<file path="src/rtl/seg_display_pkg.sv">
// seg_display_pkg: shared types, constants and helpers for the seven-segment
// display driver (seg_display_mux) and its binary-to-BCD converter.
//   bcd_digit_t   : one BCD nibble
//   conv_state_e  : converter FSM state (IDLE -> SHIFT -> COMMIT)
//   SEG_BLANK     : all segments off
//   SEG_DASH      : only segment g on
//   seg_decode()  : BCD digit to a..g pattern (bit0 = a), blank above 9
//   max_display() : largest value that fits in n decimal digits
package seg_display_pkg;

  typedef logic [3:0] bcd_digit_t;

  typedef enum logic [1:0] {
    ST_IDLE   = 2'd0,
    ST_SHIFT  = 2'd1,
    ST_COMMIT = 2'd2
  } conv_state_e;

  localparam logic [6:0] SEG_BLANK = 7'h00;
  localparam logic [6:0] SEG_DASH  = 7'h40;

  function automatic logic [6:0] seg_decode(input bcd_digit_t d);
    logic [6:0] s;
    case (d)
      4'd0:    s = 7'h3F;
      4'd1:    s = 7'h06;
      4'd2:    s = 7'h5B;
      4'd3:    s = 7'h4F;
      4'd4:    s = 7'h66;
      4'd5:    s = 7'h6D;
      4'd6:    s = 7'h7D;
      4'd7:    s = 7'h07;
      4'd8:    s = 7'h7F;
      4'd9:    s = 7'h6F;
      default: s = SEG_BLANK;
    endcase
    return s;
  endfunction

  // 10^n - 1, evaluated at elaboration time for the overflow threshold.
  function automatic logic [63:0] max_display(input int n);
    logic [63:0] r;
    r = 64'd1;
    for (int i = 0; i < n; i++) r = r * 64'd10;
    return r - 64'd1;
  endfunction

endpackage

</file>
<file path="src/rtl/bin_to_bcd_seq.sv">
// bin_to_bcd_seq: sequential shift-add-3 binary to BCD converter with
// overflow detection and a valid/ready input handshake.
// Ports:
//   clk, reset        : clock, synchronous active-high reset
//   value             : unsigned binary input (VALUE_W bits)
//   value_valid       : input offered this cycle
//   ready             : converter accepts an input this cycle
//   bcd               : BCD accumulator (NUM_DIGITS nibbles, digit 0 in [3:0])
//   overflow_pending  : captured value exceeded 10^NUM_DIGITS - 1
//   state             : current FSM state (debug / commit strobe for the top)
//
// Handshake: a value is transferred on every rising clk edge where both
// value_valid and ready are high. ready is high only in IDLE and never during
// reset; value_valid while ready is low is ignored (nothing is queued).
module bin_to_bcd_seq
  import seg_display_pkg::*;
#(
  parameter int NUM_DIGITS = 4,
  parameter int VALUE_W    = 14
) (
  input  logic                    clk,
  input  logic                    reset,
  input  logic [VALUE_W-1:0]      value,
  input  logic                    value_valid,
  output logic                    ready,
  output logic [NUM_DIGITS*4-1:0] bcd,
  output logic                    overflow_pending,
  output conv_state_e             state
);

  localparam int          BCD_W   = NUM_DIGITS * 4;
  localparam int          CNT_W   = $clog2(VALUE_W);
  localparam logic [63:0] MAX_VAL = max_display(NUM_DIGITS);

  conv_state_e        state_q, state_d;
  logic [VALUE_W-1:0] shreg_q, shreg_d;
  logic [BCD_W-1:0]   bcd_q, bcd_d;
  logic               ovf_q, ovf_d;
  logic [CNT_W-1:0]   cnt_q, cnt_d;
  logic [BCD_W-1:0]   bcd_adj;

  assign ready            = (state_q == ST_IDLE) && !reset;
  assign bcd              = bcd_q;
  assign overflow_pending = ovf_q;
  assign state            = state_q;

  // Add-3 correction: any nibble >= 5 would exceed 9 after doubling.
  always_comb begin
    bcd_adj = bcd_q;
    for (int i = 0; i < NUM_DIGITS; i++) begin
      if (bcd_q[i*4 +: 4] >= 4'd5) bcd_adj[i*4 +: 4] = bcd_q[i*4 +: 4] + 4'd3;
    end
  end

  always_comb begin
    state_d = state_q;
    shreg_d = shreg_q;
    bcd_d   = bcd_q;
    ovf_d   = ovf_q;
    cnt_d   = cnt_q;
    case (state_q)
      ST_IDLE: begin
        if (value_valid && ready) begin
          shreg_d = value;
          bcd_d   = '0;
          ovf_d   = 64'(value) > MAX_VAL;
          cnt_d   = '0;
          state_d = ST_SHIFT;
        end
      end
      ST_SHIFT: begin
        // Bits leaving the top of the accumulator only matter for values
        // already flagged as overflow, so they are simply dropped.
        bcd_d   = (bcd_adj << 1) | BCD_W'(shreg_q[VALUE_W-1]);
        shreg_d = shreg_q << 1;
        cnt_d   = cnt_q + CNT_W'(1);
        if (cnt_q == CNT_W'(VALUE_W - 1)) state_d = ST_COMMIT;
      end
      ST_COMMIT: state_d = ST_IDLE;
      default:   state_d = ST_IDLE;
    endcase
  end

  always_ff @(posedge clk) begin
    if (reset) begin
      state_q <= ST_IDLE;
      shreg_q <= '0;
      bcd_q   <= '0;
      ovf_q   <= 1'b0;
      cnt_q   <= '0;
    end else begin
      state_q <= state_d;
      shreg_q <= shreg_d;
      bcd_q   <= bcd_d;
      ovf_q   <= ovf_d;
      cnt_q   <= cnt_d;
    end
  end

endmodule

</file>
<file path="src/rtl/seg_display_mux.sv">
// seg_display_mux: multi-digit multiplexed seven-segment display driver.
// Accepts a binary value over valid/ready, converts it to BCD in
// bin_to_bcd_seq, then atomically updates the display registers and the
// overflow flag. A free-running prescaler steps the active digit.
// Ports:
//   clk, reset   : clock, synchronous active-high reset
//   value        : unsigned binary value to display
//   value_valid  : value offered this cycle
//   ready        : a new value is accepted this cycle
//   seg          : segment pattern for the active digit, bit0 = a .. bit6 = g
//   dig          : one-hot active digit, dig[0] = least significant
//   overflow     : displayed value exceeded 10^NUM_DIGITS - 1 (all dashes)
// Build option: define SEG_LEADING_ZERO_BLANK_EN to blank leading zeros
// (digit 0 always shown, no blanking while overflow is set).
module seg_display_mux
  import seg_display_pkg::*;
#(
  parameter int NUM_DIGITS  = 4,
  parameter int VALUE_W     = 14,
  parameter int REFRESH_DIV = 65536
) (
  input  logic                  clk,
  input  logic                  reset,
  input  logic [VALUE_W-1:0]    value,
  input  logic                  value_valid,
  output logic                  ready,
  output logic [6:0]            seg,
  output logic [NUM_DIGITS-1:0] dig,
  output logic                  overflow
);

  localparam int BCD_W  = NUM_DIGITS * 4;
  localparam int PRE_W  = (REFRESH_DIV > 1) ? $clog2(REFRESH_DIV) : 1;
  localparam int SCAN_W = (NUM_DIGITS > 1) ? $clog2(NUM_DIGITS) : 1;

  conv_state_e       conv_state;
  logic [BCD_W-1:0]  conv_bcd;
  logic              conv_ovf;

  logic [BCD_W-1:0]  disp_q, disp_d;
  logic              ovf_q, ovf_d;
  logic [PRE_W-1:0]  pre_q, pre_d;
  logic [SCAN_W-1:0] scan_q, scan_d;
  bcd_digit_t        cur_digit;

  bin_to_bcd_seq #(
    .NUM_DIGITS(NUM_DIGITS),
    .VALUE_W   (VALUE_W)
  ) u_conv (
    .clk             (clk),
    .reset           (reset),
    .value           (value),
    .value_valid     (value_valid),
    .ready           (ready),
    .bcd             (conv_bcd),
    .overflow_pending(conv_ovf),
    .state           (conv_state)
  );

  // Digits and overflow load together in COMMIT so the display never shows
  // a mix of old and new value.
  always_comb begin
    disp_d = disp_q;
    ovf_d  = ovf_q;
    if (conv_state == ST_COMMIT) begin
      disp_d = conv_bcd;
      ovf_d  = conv_ovf;
    end
  end

  always_comb begin
    pre_d  = pre_q + PRE_W'(1);
    scan_d = scan_q;
    if (pre_q == PRE_W'(REFRESH_DIV - 1)) begin
      pre_d  = '0;
      scan_d = (scan_q == SCAN_W'(NUM_DIGITS - 1)) ? '0 : scan_q + SCAN_W'(1);
    end
  end

  always_ff @(posedge clk) begin
    if (reset) begin
      disp_q <= '0;
      ovf_q  <= 1'b0;
      pre_q  <= '0;
      scan_q <= '0;
    end else begin
      disp_q <= disp_d;
      ovf_q  <= ovf_d;
      pre_q  <= pre_d;
      scan_q <= scan_d;
    end
  end

  always_comb begin
    cur_digit = '0;
    for (int i = 0; i < NUM_DIGITS; i++) begin
      if (scan_q == SCAN_W'(i)) cur_digit = disp_q[i*4 +: 4];
    end
  end

`ifdef SEG_LEADING_ZERO_BLANK_EN
  logic [NUM_DIGITS-1:0] lz_blank;
  logic                  cur_blank;

  // Walk down from the top digit: a digit is a leading zero while it and
  // everything above it are zero. Digit 0 is never blanked.
  always_comb begin : lz_calc
    logic upper_zero;
    upper_zero = 1'b1;
    lz_blank   = '0;
    for (int i = NUM_DIGITS - 1; i >= 1; i--) begin
      upper_zero  = upper_zero && (disp_q[i*4 +: 4] == 4'd0);
      lz_blank[i] = upper_zero;
    end
    cur_blank = 1'b0;
    for (int i = 0; i < NUM_DIGITS; i++) begin
      if (scan_q == SCAN_W'(i)) cur_blank = lz_blank[i];
    end
  end
`endif

  always_comb begin
    seg = seg_decode(cur_digit);
`ifdef SEG_LEADING_ZERO_BLANK_EN
    if (cur_blank) seg = SEG_BLANK;
`endif
    if (ovf_q) seg = SEG_DASH;
  end

  assign dig      = NUM_DIGITS'(1) << scan_q;
  assign overflow = ovf_q;

endmodule
</file>
<file path="config.mk">
export PLATFORM = sky130hd
export DESIGN_NAME = seg_display_mux
export DESIGN_NICKNAME = d
export VERILOG_FILES = /design/src/rtl/seg_display_pkg.sv /design/src/rtl/bin_to_bcd_seq.sv /design/src/rtl/seg_display_mux.sv
export SDC_FILE = /design/constraint.sdc
export NUM_CORES = 1
export LEC_CHECK = 0
export ABC_AREA = 1
export BUFFER_PORTS_ARGS = -buffer_cell sky130_fd_sc_hd__buf_2
export CORE_AREA = 5 5 88 90
export CTS_CLUSTER_SIZE = 24
export DETAILED_ROUTE_END_ITERATION = 7
export DIE_AREA = 0 0 93 95
export GPL_TIMING_DRIVEN = 0
export PLACE_DENSITY_LB_ADDON = 0.08
export REMOVE_ABC_BUFFERS = 1
export SETUP_SLACK_MARGIN = 0.1
export SLEW_MARGIN = 15
export SYNTH_ARGS = -nofsm -noshare
export SYNTH_HDL_FRONTEND = slang
export SYNTH_SLANG_ARGS = --single-unit
</file>
<file path="constraint.sdc">
create_clock -name clk -period 4.1 [get_ports clk]
set_input_delay 0.205 -clock clk [delete_from_list [all_inputs] [get_ports clk]]
set_output_delay 0.205 -clock clk [all_outputs]
set_load 0.02 [all_outputs]
</file>
==> metrics.md, run 1 <==
| Metric | Value |
|---|---|
| CORE AREA | `around 0.007 mm2` |
| Die footprint | `about 0.009 mm2` |
| Largest net degree at the start of global routing | `35` |
| Startpoint class of the critical path | `register` |
| Starting Density | `between 50% and 60%` |
| Synth cell types | `33` |
| H-tree depth | `3` |
| Worst vdd ir | `roughly 0.22 mV` |
| Std-Cell Rows | `31` |
| Initial drt markers | `120` |
| CP startpoint | `scan_q[0]$_SDFFE_PP0P_` |
| Critical path type | `register to output pin` |
| Commonest non-fill, non-tap cell in the layout | `nand2_1` |
| Post-Syn Area | `around 0.0037 mm2` |
| Clock tree root driver cell | `clkbuf_8` |
| Vias in the first global route | `approximately 2,900` |
| WHS Path Cells | `3` |
| RSZ-0062 raised after global routing | `no` |
| # IOs | `30` |
| Diode count | `0` |
| Status | `finished clean` |
| Hold EP | `u_conv.shreg_q[0]$_SDFFE_PP0P_` |
| #FFs+latches synth | `between 70 and 80` |
| Die Span X | `around 93 um` |
| I/O Buffers | `29` |
| Global route total overflow | `0` |
| Postcts setup bufs | `0` |
| Fin crit share | `between 60% and 70%` |
| DIE HEIGHT | `about 95 um` |
| Initial antenna violation count | `0` |
| DR vias | `3,077` |
| R2R depth | `6` |
| Warnings from Yosys | `0` |
| Clock skew | `roughly 0.012 ns` |
| PwrDens | `337 mW/mm2` |
| Count of final setup violators | `0` |
| CTS tree | `yes` |
| Vias per cell | `~5.0` |
| Clock-pin transition on the worst setup and hold timing paths | `approximately 0.070 ns` |
| Seq/Total Area, Yosys | `approximately 39%` |
| Cell count after synthesis | `510` |
| Worst reg2reg path endpoint | `u_conv.bcd[3]$_SDFFE_PP0P_` |
| First-pass DRT Iterations | `4` |
| Highest Clock Rate | `about 0.37 GHz` |
| Slew at the pin closest to its max-slew limit | `approximately 1.0 ns` |
| HP Start | `value[0]` |
| Leakage | `around 1.6 nW` |
| Setup crit end kind | `output pin` |
| Deepest clock path buffer count | `2` |
| Share of cells above drive strength 1 | `a little over an eighth` |
| P&R area growth vs syn | `9.29%` |
| WL/cell | `approximately 11 um` |
| Most frequent cells in the layout | `nand2_1 (113), dfxtp_1 (72), nor2_1 (57)` |
| Hold crit path type | `primary input to register` |
| Internal reg-to-reg setup slack | `roughly 2.4 ns` |
| Final Critical Period | `~2.7 ns` |
| DRC viols | `0` |
| Final GP Congestion | `around 0.8` |
| Rel. slew slack | `a little under a third` |
| DP Wirelength | `roughly 5.0 mm` |
| CP required | `3.89 ns` |
| Worst-Skew Late Latency | `between 0.3 and 0.4 ns` |
| Crit path max fanout | `8` |
| Pins Over Slew Limit | `0` |
| Mapped Avg Cell Area | `between 7 and 8 um2` |
| Global-route wire length before repair | `roughly 13 mm` |
| Endpoints failing hold | `0` |
| Reg2reg start | `u_conv.state[1]$_SDFFE_PP0P_` |
| Max_cap viols | `0` |
| Fin Setup TNS | `0 ns` |
| GRT Util Overall | `17.5%` |
| Net total in the final layout | `570` |
| Final core occ | `approximately 58%` |
| Critical Path AT | `around 2.5 ns` |
| Clk sinks | `~70` |
| Total Wirelength | `a little over 7 mm` |
| Hold_buf cts | `0` |
| Number of gates resized after CTS | `0` |
| Post-route ant nets | `0` |
| Cts bufs inserted | `9` |
## cell usage after synthesis (all sizes together)
library cell / count / area [um2]
o22ai: 1 / 6.26
xnor2: 3 / 26.3
a21oi: 57 / 289
nand3: 17 / 108
o32ai: 1 / 8.76
nor3: 5 / 41.3
o21ai: 51 / 255
nor2: 60 / 233
or2: 3 / 21.3
inv: 55 / 209
a31oi: 12 / 75.1
a311oi: 1 / 8.76
xor2: 8 / 70.1
nor3b: 2 / 15.0
dfxtp: 72 / 1440
buf: 12 / 82.6
nand4: 2 / 12.5
ha: 20 / 250
clkbuf: 5 / 18.8
nand2: 123 / 507
## flip-flops by register name, indices dropped and copies added, names as in the netlist
signal / count
u_conv.overflow_pending: 1
disp_q: 16
pre_q: 16
overflow: 1
u_conv.shreg_q: 14
scan_q: 2
u_conv.state: 2
u_conv.bcd: 16
u_conv.cnt_q: 4
## logic make-up (layout without fill, tap and decap cells)
logic type	after synthesis	count (layout)	synth area share [%]
AO/OA/AOI/OAI	123	123	17.5
XOR/XNOR	11	11	2.62
adder cells (fa/ha/maj)	20	20	6.80
buffers and inverters	72	100	8.44
flip-flops	72	72	39.2
AND/OR/NAND/NOR	212	212	25.5
## power breakdown
part           switching, mW  leakage [nW]  internal, mW  total, mW
Clock                  0.259        0.0929         0.283      0.542
Sequential            0.0109         0.584         0.717      0.728
Combinational         0.0574         0.963        0.0272     0.0846
Total                  0.327          1.64          1.03       1.35
## worst max path at each step
stage / endpoint / cells past startpoint / slack (ns)
final: seg[5] / 11 / 1.41
after global routing: seg[5] / 11 / 1.07
after CTS: seg[6] / 11 / 1.36
after detailed placement: seg[6] / 11 / 1.76
after global placement: seg[6] / 11 / 1.80
after floorplan: seg[5] / 10 / 1.87
## per-layer routing
metal / track usage (%) / up-vias / wire (um)
met5: 0 / - / 0
met4: 5.86 / 0 / 78
met3: 3.67 / 5 / 263
met2: 29.1 / 45 / 3230
met1: 22.7 / 1323 / 3510
li1: - / 1704 / -
## critical path, cell delays in order (launching register included)
cell and delay (ns):
dfxtp_1 0.39, ha_1 0.36, inv_2 0.07, o21ai_0 0.48, inv_1 0.14, ha_1 0.22
inv_1 0.05, nand3_1 0.09, nand2_1 0.07, nor2_1 0.04, nor2_1 0.08, buf_2 0.16
## cell type report
| cell class | instances | area, um2 |
|---|---|---|
| Clock buffer | 10 | 128 |
| Clock inverter | 6 | 67.6 |
| Fill cell | 687 | 2960 |
| Inverter | 55 | 209 |
| Multi-Input combinational cell | 366 | 1930 |
| Sequential cell | 72 | 1440 |
| Tap cell | 82 | 103 |
| Timing Repair Buffer | 29 | 145 |
## per-stage QoR
step | cells | hold WS [ns] | total power [mW] | instance area [um2] | setup slack [ns]
3_5_place_dp | 604 | 0.457 | 0.831 | 3820 | 1.76
2_1_floorplan | 493 | 0.274 | 0.798 | 3580 | 1.87
4_1_cts | 620 | 0.107 | 1.38 | 4020 | 1.36
6_report | 620 | 0.125 | 1.35 | 4020 | 1.41
3_3_place_gp | 604 | 0.446 | 0.829 | 3820 | 1.80
5_1_grt | 620 | 0.122 | 1.42 | 4020 | 1.07
Power figures use the tool's default switching activity.
==> inputs of run 2 (changes only) <==
==> constraint.sdc (replaced) <==
create_clock -name clk -period 2.7 [get_ports clk]
set_input_delay 0.135 -clock clk [delete_from_list [all_inputs] [get_ports clk]]
set_output_delay 0.135 -clock clk [all_outputs]
set_load 0.02 [all_outputs]
==> metrics.md, run 2 (synthesis results as in run 1) <==
| Metric | Value |
|---|---|
| Status | `finished clean` |
| Vias per cell | `4.98 (+0.39%)` |
| Share of cells above drive strength 1 | `14.5% (+1.1 points)` |
| H-tree depth | `3 (unchanged)` |
| Std-Cell Rows | `31 (unchanged)` |
| RSZ-0062 raised after global routing | `no` |
| Max incr delay on CP | `0.36 ns (-0.12 ns)` |
| Clock tree root driver cell | `clkbuf_8` |
| DIE HEIGHT | `95 um (unchanged)` |
| R2R depth | `7 (+1)` |
| Clock skew | `0.0124 ns (+0.000116 ns)` |
| Crit-path slowest cell | `dfxtp_2` |
| Worst-Skew Late Latency | `0.33 ns (about the same)` |
| Hold_ws | `0.0547 ns (-0.0704 ns)` |
| First-pass DRT Iterations | `4 (unchanged)` |
| GRT Util Overall | `17.5% (unchanged)` |
| CP Capture Point | `seg[3]` |
| P&R area growth vs syn | `9.66%` |
| CP required | `2.57 ns (-1.32 ns)` |
| Fin crit share | `86.5%` |
| Slew at the pin closest to its max-slew limit | `1.05 ns (+0.00359 ns)` |
| Hold crit path type | `primary input to register` |
| Count of final setup violators | `0 (unchanged)` |
| Final Critical Period | `between 2 and 2.5 ns` |
| Leakage | `1.64 nW (-0.11%)` |
| Most frequent cells in the layout | `nand2_1 (113), dfxtp_1 (70), nor2_1 (57)` |
| Largest net degree at the start of global routing | `35 (unchanged)` |
| Crit path cell chain | `inv_1 > ha_2 > inv_2 > nor2_1 > nor2_1 > nand2_1 > nand2_1 > ha_1 > nor2_1 > nor2_1 > nor2_1 > buf_2` |
| Critical Path AT | `2.20 ns (-0.29 ns)` |
| Pins Over Slew Limit | `0 (unchanged)` |
| CORE AREA | `0.00698 mm2 (unchanged)` |
| Clk sinks | `72 (unchanged)` |
| PwrDens | `510 mW/mm2 (+51%)` |
| Worst path most repeated cell | `nor2_1` |
| Max_cap viols | `0 (unchanged)` |
| Commonest non-fill, non-tap cell in the layout | `nand2_1` |
| Worst reg2reg path endpoint | `u_conv.bcd[8]$_SDFFE_PP0P_` |
| CP delay by family, top | `simple AND/OR/NAND/NOR gates` |
| Internal reg-to-reg setup slack | `0.99 ns (-1.39 ns)` |
| Crit path max fanout | `5 (-3)` |
| Diode count | `0 (unchanged)` |
| Startpoint class of the critical path | `register` |
| Cts bufs inserted | `9 (unchanged)` |
| Vias in the first global route | `2,920 (unchanged)` |
| # IOs | `30 (unchanged)` |
| # fillers | `686 (-0.15%)` |
| Endpoints failing hold | `0 (unchanged)` |
| Global route total overflow | `0 (unchanged)` |
| Worst vdd ir | `0.335 mV (+52%)` |
| Rel. slew slack | `30.1% (-0.24 points)` |
| Critical path type | `register to output pin` |
| Deepest clock path buffer count | `2 (unchanged)` |
| WL/cell | `11.5 um (+0.35%)` |
| Starting Density | `52.7% (unchanged)` |
| Worst Path Buf+Inv | `3 (-1)` |
| Fin Setup TNS | `0 ns (unchanged)` |
| Die footprint | `0.00884 mm2 (unchanged)` |
| Post-route ant nets | `0 (unchanged)` |
| Die Span X | `93 um (unchanged)` |
| Global-route wire length before repair | `12.6 mm (unchanged)` |
| Reg2reg start | `u_conv.state[1]$_SDFFE_PP0P_` |
| Clock-pin transition on the worst setup and hold timing paths | `0.07 ns (about the same)` |
| DRC viols | `0 (unchanged)` |
| Postcts setup bufs | `0 (unchanged)` |
| Hold_buf cts | `0 (unchanged)` |
| DP Wirelength | `5.03 mm (unchanged)` |
| Critical path depth | `12 (+1)` |
| CTS tree | `yes` |
| Initial antenna violation count | `0 (unchanged)` |
| Initial drt markers | `115 (-4.2%)` |
| CP startpoint | `scan_q[0]$_SDFFE_PP0P_` |
| Final GP Congestion | `0.825 (unchanged)` |
| DR vias | `3,089 (+0.39%)` |
| Total Wirelength | `7.12 mm (+0.35%)` |
| Net total in the final layout | `570 (unchanged)` |
| I/O Buffers | `29 (unchanged)` |
| Highest Clock Rate | `0.428 GHz` |
| Setup crit end kind | `output pin` |
## run 2: area by class of cell
class	instances	area [um2]	share of cell area (%)
multi-input combinational	366	1940	48.0
inverter	55	209	5.18
timing repair buffer	29	145	3.60
clock inverter	6	67.6	1.67
clock buffer	10	128	3.16
tap	82	103	2.54
sequential	72	1440	35.8
## run 2: worst min path at each step
stage / from / endpoint / slack [ns] / depth (start not counted)
CTS: value[0] / u_conv.shreg_q[0]$_SDFFE_PP0P_ / 0.04 / 3
global placement: value[0] / u_conv.shreg_q[0]$_SDFFE_PP0P_ / 0.39 / 3
finish: value[0] / u_conv.shreg_q[0]$_SDFFE_PP0P_ / 0.05 / 3
floorplan: reset / scan_q[0]$_SDFFE_PP0P_ / 0.20 / 1
detailed placement: value[0] / u_conv.shreg_q[0]$_SDFFE_PP0P_ / 0.40 / 3
global route: value[3] / u_conv.shreg_q[3]$_SDFFE_PP0P_ / 0.05 / 3
## run 2: worst min-delay path, cell delays in order
cell and delay (ns):
buf_2 0.09, nand2_1 0.05, a21oi_1 0.06
## run 2: routing by layer
metal	track usage [%]	wire, um	part of all wire, %
met1	22.7	3550	50
met2	29.1	3270	46
met3	3.67	216	3.0
met4	5.86	78	1.1
met5	0	0	0
## run 2: through the flow
| stage | cell area, um2 | total power [mW] | util, % | worst slack, ns | std cells |
|---|---|---|---|---|---|
| 6_report | 4030 | 2.06 | 57.8 | 0.366 | 620 |
| 4_1_cts | 4020 | 2.09 | 57.6 | 0.158 | 620 |
| 3_3_place_gp | 3820 | 1.26 | 54.8 | 0.465 | 604 |
| 3_5_place_dp | 3820 | 1.26 | 54.8 | 0.433 | 604 |
| 2_1_floorplan | 3580 | 1.21 | - | 0.537 | 493 |
| 5_1_grt | 4030 | 2.16 | 57.8 | 0.147 | 620 |
## run 2: where the power goes
group          internal [mW]  switching, mW
clock network          0.430          0.394
logic                 0.0414         0.0872
registers               1.09         0.0166
## run 2: timing repair
action | 4_1_cts | 5_1_grt
cloned | 0 | 0
resized for setup | 1 | 6
setup endpoints to repair | 4 | 4
